===== config.mk =====
export PLATFORM = sky130hd
export DESIGN_NAME = time_keeper
export DESIGN_NICKNAME = d
export VERILOG_FILES = /design/src/rtl/time_keeper.sv
export SDC_FILE = /design/constraint.sdc
export NUM_CORES = 1
export LEC_CHECK = 0
export BUFFER_PORTS_ARGS = -buffer_cell sky130_fd_sc_hd__buf_2
export CAP_MARGIN = 20
export CORE_MARGIN = 10
export CORE_UTILIZATION = 30
export CTS_BUF_LIST = sky130_fd_sc_hd__clkbuf_4
export CTS_CLUSTER_SIZE = 16
export DETAILED_ROUTE_END_ITERATION = 6
export HOLD_SLACK_MARGIN = 0.06
export SYNTH_ARGS = -nofsm -noshare
export SYNTH_HDL_FRONTEND = slang
export SYNTH_SLANG_ARGS = --single-unit

===== constraint.sdc =====
create_clock -name clk -period 2.44 [get_ports clk]
set_input_delay 0.366 -clock clk [delete_from_list [all_inputs] [get_ports clk]]
set_output_delay 0.366 -clock clk [all_outputs]
set_load 0.1 [all_outputs]

===== src/rtl/time_keeper.sv =====
// Real-time clock: hours/minutes/seconds kept from a clk prescaler, with a
// four-state button FSM (RUN, SET_H, SET_M, SET_S) for setting the time.
module time_keeper #(
    parameter int CLK_DIV = 100000000
) (
    input  logic       clk,
    input  logic       reset,
    input  logic       mode_btn,
    input  logic       inc_btn,
    output logic [7:0] hours_disp,
    output logic [7:0] min_disp,
    output logic [7:0] sec_disp,
    output logic [1:0] set_mode,
    output logic       sec_tick
);

    localparam int PW = (CLK_DIV > 1) ? $clog2(CLK_DIV) : 1;
    localparam logic [PW-1:0] PRESC_MAX = PW'(CLK_DIV - 1);

    typedef enum logic [1:0] {
        RUN   = 2'b00,
        SET_H = 2'b01,
        SET_M = 2'b10,
        SET_S = 2'b11
    } state_t;

    state_t        state_q, state_d;
    logic [PW-1:0] presc_q, presc_d;
    logic [4:0]    hours_q, hours_d;
    logic [5:0]    min_q, min_d;
    logic [5:0]    sec_q, sec_d;
    logic          mode_prev_q, mode_prev_d;
    logic          inc_prev_q, inc_prev_d;
    logic          sec_tick_q, sec_tick_d;

    logic          mode_press;
    logic          inc_press;
    logic          tick;
    logic          sel_h, sel_m, sel_s;

    // A press is the first cycle a button is seen high; mode wins over inc.
    assign mode_press = mode_btn & ~mode_prev_q;
    assign inc_press  = inc_btn & ~inc_prev_q & ~mode_press;
    assign tick       = (state_q == RUN) && (presc_q == PRESC_MAX);

    always_ff @(posedge clk) begin
        if (reset) begin
            state_q <= RUN;
        end else begin
            state_q <= state_d;
        end
    end

    always_comb begin
        state_d = state_q;
        if (mode_press) begin
            case (state_q)
                RUN:     state_d = SET_H;
                SET_H:   state_d = SET_M;
                SET_M:   state_d = SET_S;
                default: state_d = RUN;
            endcase
        end
    end

    always_comb begin
        sel_h = (state_q == SET_H);
        sel_m = (state_q == SET_M);
        sel_s = (state_q == SET_S);
    end

    // Prescaler only runs while staying in RUN, so re-entering RUN restarts
    // a full second.
    always_comb begin
        presc_d = '0;
        if (state_q == RUN && state_d == RUN) begin
            presc_d = tick ? '0 : presc_q + 1'b1;
        end
    end

    always_comb begin
        hours_d     = hours_q;
        min_d       = min_q;
        sec_d       = sec_q;
        sec_tick_d  = 1'b0;
        mode_prev_d = mode_btn;
        inc_prev_d  = inc_btn;
        if (tick) begin
            sec_tick_d = 1'b1;
            if (sec_q == 6'd59) begin
                sec_d = 6'd0;
                if (min_q == 6'd59) begin
                    min_d   = 6'd0;
                    hours_d = (hours_q == 5'd23) ? 5'd0 : hours_q + 5'd1;
                end else begin
                    min_d = min_q + 6'd1;
                end
            end else begin
                sec_d = sec_q + 6'd1;
            end
        end else if (inc_press) begin
            if (sel_h) begin
                hours_d = (hours_q == 5'd23) ? 5'd0 : hours_q + 5'd1;
            end
            if (sel_m) begin
                min_d = (min_q == 6'd59) ? 6'd0 : min_q + 6'd1;
            end
            if (sel_s) begin
                sec_d = (sec_q == 6'd59) ? 6'd0 : sec_q + 6'd1;
            end
        end
    end

    always_ff @(posedge clk) begin
        if (reset) begin
            presc_q     <= '0;
            hours_q     <= '0;
            min_q       <= '0;
            sec_q       <= '0;
            mode_prev_q <= 1'b0;
            inc_prev_q  <= 1'b0;
            sec_tick_q  <= 1'b0;
        end else begin
            presc_q     <= presc_d;
            hours_q     <= hours_d;
            min_q       <= min_d;
            sec_q       <= sec_d;
            mode_prev_q <= mode_prev_d;
            inc_prev_q  <= inc_prev_d;
            sec_tick_q  <= sec_tick_d;
        end
    end

    assign hours_disp = {3'b000, hours_q};
    assign min_disp   = {2'b00, min_q};
    assign sec_disp   = {2'b00, sec_q};
    assign set_mode   = state_q;
    assign sec_tick   = sec_tick_q;

endmodule


==> run summary <==
======================================================================================
Post-CTS Resized ........................................................            0
Floorplan die area ......................................................    12500 µm²
Worst flop-to-flop path endpoint ........................................ min_q[0]$_SDFFE_PP0P_
Grt ovf .................................................................            0
Clock latency of the later-clocked register in the worst-skew pair ......       380 ps
Synth cell types ........................................................           55
Number of vias per cell .................................................         4.92
RD Place Congestion .....................................................        0.848
Violation count after the first detailed-route iteration ................           71
Worst Clk Skew ..........................................................      16.8 ps
Maximum number of pins on one net before global-route repair ............           28
Power density cells .....................................................   551 nW/µm²
Initial DRT Pass Iterations .............................................            4
Post-Syn Instances ......................................................          279
Die span in x ...........................................................       112 µm
Min-delay worst type .................................................... input port to flop
Clock slew at the register clock pins of the worst setup and hold paths .       160 ps
Endpoints failing setup .................................................            0
Total instance count after detailed placement ...........................          399
Residual antenna-violating net count after detailed routing .............            0
Global router's overall resource usage ..................................       0.0867
Share of flip-flops with an asynchronous set or reset ...................            0
Ratio of final minimum period to clock period ...........................        0.871
CTS Hold Buffers Added ..................................................            0
Antenna Diode Count .....................................................            0
Number of max-capacitance violations reported ...........................            0
Number of synthesized flops with an enable pin ..........................            0
Peak clock frequency supported by timing ................................      471 MHz
Number of top-level pins ................................................           31
Static power due to leakage .............................................      1.05 nW
DR DRC count ............................................................            0
Uppermost metal layer occupied by signal nets ...........................         met4
TritonCTS clock tree ....................................................        built
Routed met3 length ......................................................       260 µm
Register-to-Register Setup Slack ........................................       320 ps
Number of buffers added for setup after CTS .............................            0
Mapped Avg Cell Area ....................................................     9.07 µm²
Number of filler instances in the final layout ..........................          856
Clock Sink Count ........................................................           49
Share of synthesized area occupied by flip-flops and latches ............        0.388
Clk Tree Root Cell ...................................................... sky130_fd_sc_hd__clkbuf_4
Number of warnings reported in the yosys synthesis log ..................            0
Post-DP HPWL ............................................................      3960 µm
Max Fanout on Critical Path .............................................            5
Path type of the worst setup path ....................................... flop to flop
Run status .............................................................. finished clean
End point of the most critical hold path ................................ mode_prev_q$_SDFF_PP0_
Growth of design area from synthesis to finish ..........................        11.9%
WL met1 .................................................................      2660 µm
Flip-flop cell with the highest count after synthesis ................... sky130_fd_sc_hd__dfxtp_1
Wire length of the first global-routing pass ............................      9410 µm
Final std cells w/o fill ................................................          407
Clock period minus worst slack ..........................................      2120 ps
DR WL/cell ..............................................................      13.3 µm
Final net count .........................................................          313
Number of antenna violations at the first check in global routing .......            0
Worst EP required .......................................................      2730 ps
Number of buffers between clock root and the deepest sink ...............            2
Commonest cells after routing, fill and taps aside ...................... 43 x sky130_fd_sc_hd__dfxtp_1, 42 x sky130_fd_sc_hd__nor2_1, 23 x sky130_fd_sc_hd__buf_2
Hold-critical path depth ................................................            2
Sort of element at the end of the critical path .........................         flop
Number of failing hold endpoints at the final stage .....................            0
Via count of the first global-routing pass ..............................         1974
Overall via count from detail_route .....................................         2004
Core Area ...............................................................     8220 µm²
Chip height .............................................................       112 µm
Number of synthesized register bits .....................................           49
Total Routed Length .....................................................      5390 µm
CTS buffer count ........................................................            5
Depth of the worst register-to-register path ............................            7
Arrival time of data at the critical path endpoint ......................      2420 ps
Peak supply drop ........................................................   0.000212 V
Number of placement rows ................................................           33
Critical Path Start Type ................................................         flop
Number of port buffers ..................................................           23
Final Max Slew Viols ....................................................            0
Initial Util ............................................................        0.308
Final sum of negative setup slack .......................................         0 ps
Synth Cell Area .........................................................     2530 µm²
Proportion of layout cells with a drive suffix above 1 ..................        0.195
Depth of the CTS H-tree .................................................            2
Detailed route wirelength on metal2 .....................................      2380 µm
Critical hold path startpoint ...........................................     mode_btn
RSZ-0062 raised after global routing ....................................        false
Commonest non-fill, non-tap cell in the layout .......................... sky130_fd_sc_hd__dfxtp_1
Reg-to-reg critical path startpoint ..................................... set_mode[0]$_SDFF_PP0_
======================================================================================
cell usage after synthesis, types with 3 or more instances:
cell	n	area share
sky130_fd_sc_hd__dfxtp_1	49	0.39
sky130_fd_sc_hd__and3_1	5	0.012
sky130_fd_sc_hd__buf_2	3	0.0059
sky130_fd_sc_hd__nor2b_1	8	0.020
sky130_fd_sc_hd__mux2i_1	4	0.016
sky130_fd_sc_hd__nor3_1	9	0.018
sky130_fd_sc_hd__nand4_1	11	0.027
sky130_fd_sc_hd__a21oi_1	4	0.0079
sky130_fd_sc_hd__buf_4	7	0.021
sky130_fd_sc_hd__a311oi_1	4	0.014
sky130_fd_sc_hd__inv_1	5	0.0074
sky130_fd_sc_hd__or2_2	3	0.0074
sky130_fd_sc_hd__o21ai_0	4	0.0079
sky130_fd_sc_hd__xor2_1	14	0.048
sky130_fd_sc_hd__nor2_1	42	0.062
sky130_fd_sc_hd__ha_1	8	0.040
sky130_fd_sc_hd__xnor2_1	11	0.038
sky130_fd_sc_hd__and2_1	3	0.0074
sky130_fd_sc_hd__nand2_1	14	0.021
sky130_fd_sc_hd__and4_1	5	0.017
sky130_fd_sc_hd__clkbuf_1	3	0.0044
sky130_fd_sc_hd__a211oi_1	3	0.0089
sky130_fd_sc_hd__nand3_1	17	0.034
per-layer routing:
layer  global-route usage  vias up
li1                     -     1026
met1                0.109      932
met2                0.139       37
met3               0.0247        9
met4               0.0283        0
met5                    0        -
cell type report:
type | count | area, µm² | area share
multi-input combinational | 216 | 1460 | 0.517
sequential | 49 | 988 | 0.349
tap | 105 | 131 | 0.0464
timing repair buffer | 24 | 123 | 0.0433
clock inverter | 3 | 68.8 | 0.0243
clock buffer | 5 | 37.5 | 0.0133
inverter | 5 | 18.8 | 0.00663
state kept, by name, indices dropped and copies added, names as in the netlist:
signal       cells
set_mode         2
hours_q          5
min_q            6
inc_prev_q       1
mode_prev_q      1
sec_tick         1
sec_q            6
presc_q         27
worst max-delay path, cell delays in order (launching register included):
cell and delay [ps]:
sky130_fd_sc_hd__dfxtp_2 370, sky130_fd_sc_hd__inv_1 90, sky130_fd_sc_hd__ha_1 200, sky130_fd_sc_hd__and4bb_2 270, sky130_fd_sc_hd__nand4_1 200, sky130_fd_sc_hd__o21ai_1 320, sky130_fd_sc_hd__and2_1 240, sky130_fd_sc_hd__mux2_1 330
kinds of logic (layout without fill, tap and decap cells):
group                      after synthesis  in the layout  synth area share
and+or+nand+nor                        139            139             0.321
DFF                                     49             49             0.388
AOI/OAI and AO/OA                       29             29            0.0845
xor gates and xnor gates                25             25            0.0865
buffers and inverters                   20             37            0.0430
adders and majority gates                8              8            0.0395
muxes                                    8              8            0.0366
other                                    1              7           0.00148
power by group:
part / internal [mW] / switching, mW
registers: 0.809 / 0.00721
logic: 0.0219 / 0.117
clock network: 0.323 / 0.284
total: 1.15 / 0.408
stage by stage:
step / utilization / worst slack [ps] / hold WS [ps] / cell area [µm²] / total power, mW
floorplan: - / 12.6 / 430 / 2560 / 0.959
CTS: 0.345 / 320 / 192 / 2830 / 1.58
detailed placement: 0.332 / 329 / 455 / 2730 / 0.973
global route: 0.345 / 114 / 190 / 2830 / 1.62
global placement: 0.332 / 392 / 445 / 2730 / 0.971
finish: 0.345 / 316 / 200 / 2830 / 1.56
worst max path at each step:
stage | cells after the start | slack, ps | endpoint | start
global route | 6 | 110 | min_q[0]$_SDFFE_PP0P_ | presc_q[0]$_SDFF_PP0_
global placement | 6 | 390 | min_q[0]$_SDFFE_PP0P_ | presc_q[0]$_SDFF_PP0_
floorplan | 5 | 10 | hours_q[2]$_SDFFE_PP0P_ | min_q[3]$_SDFFE_PP0P_
finish | 7 | 320 | min_q[0]$_SDFFE_PP0P_ | set_mode[0]$_SDFF_PP0_
CTS | 6 | 320 | min_q[0]$_SDFFE_PP0P_ | presc_q[0]$_SDFF_PP0_
detailed placement | 6 | 330 | min_q[0]$_SDFFE_PP0P_ | presc_q[0]$_SDFF_PP0_
Power figures use the tool's default switching activity.
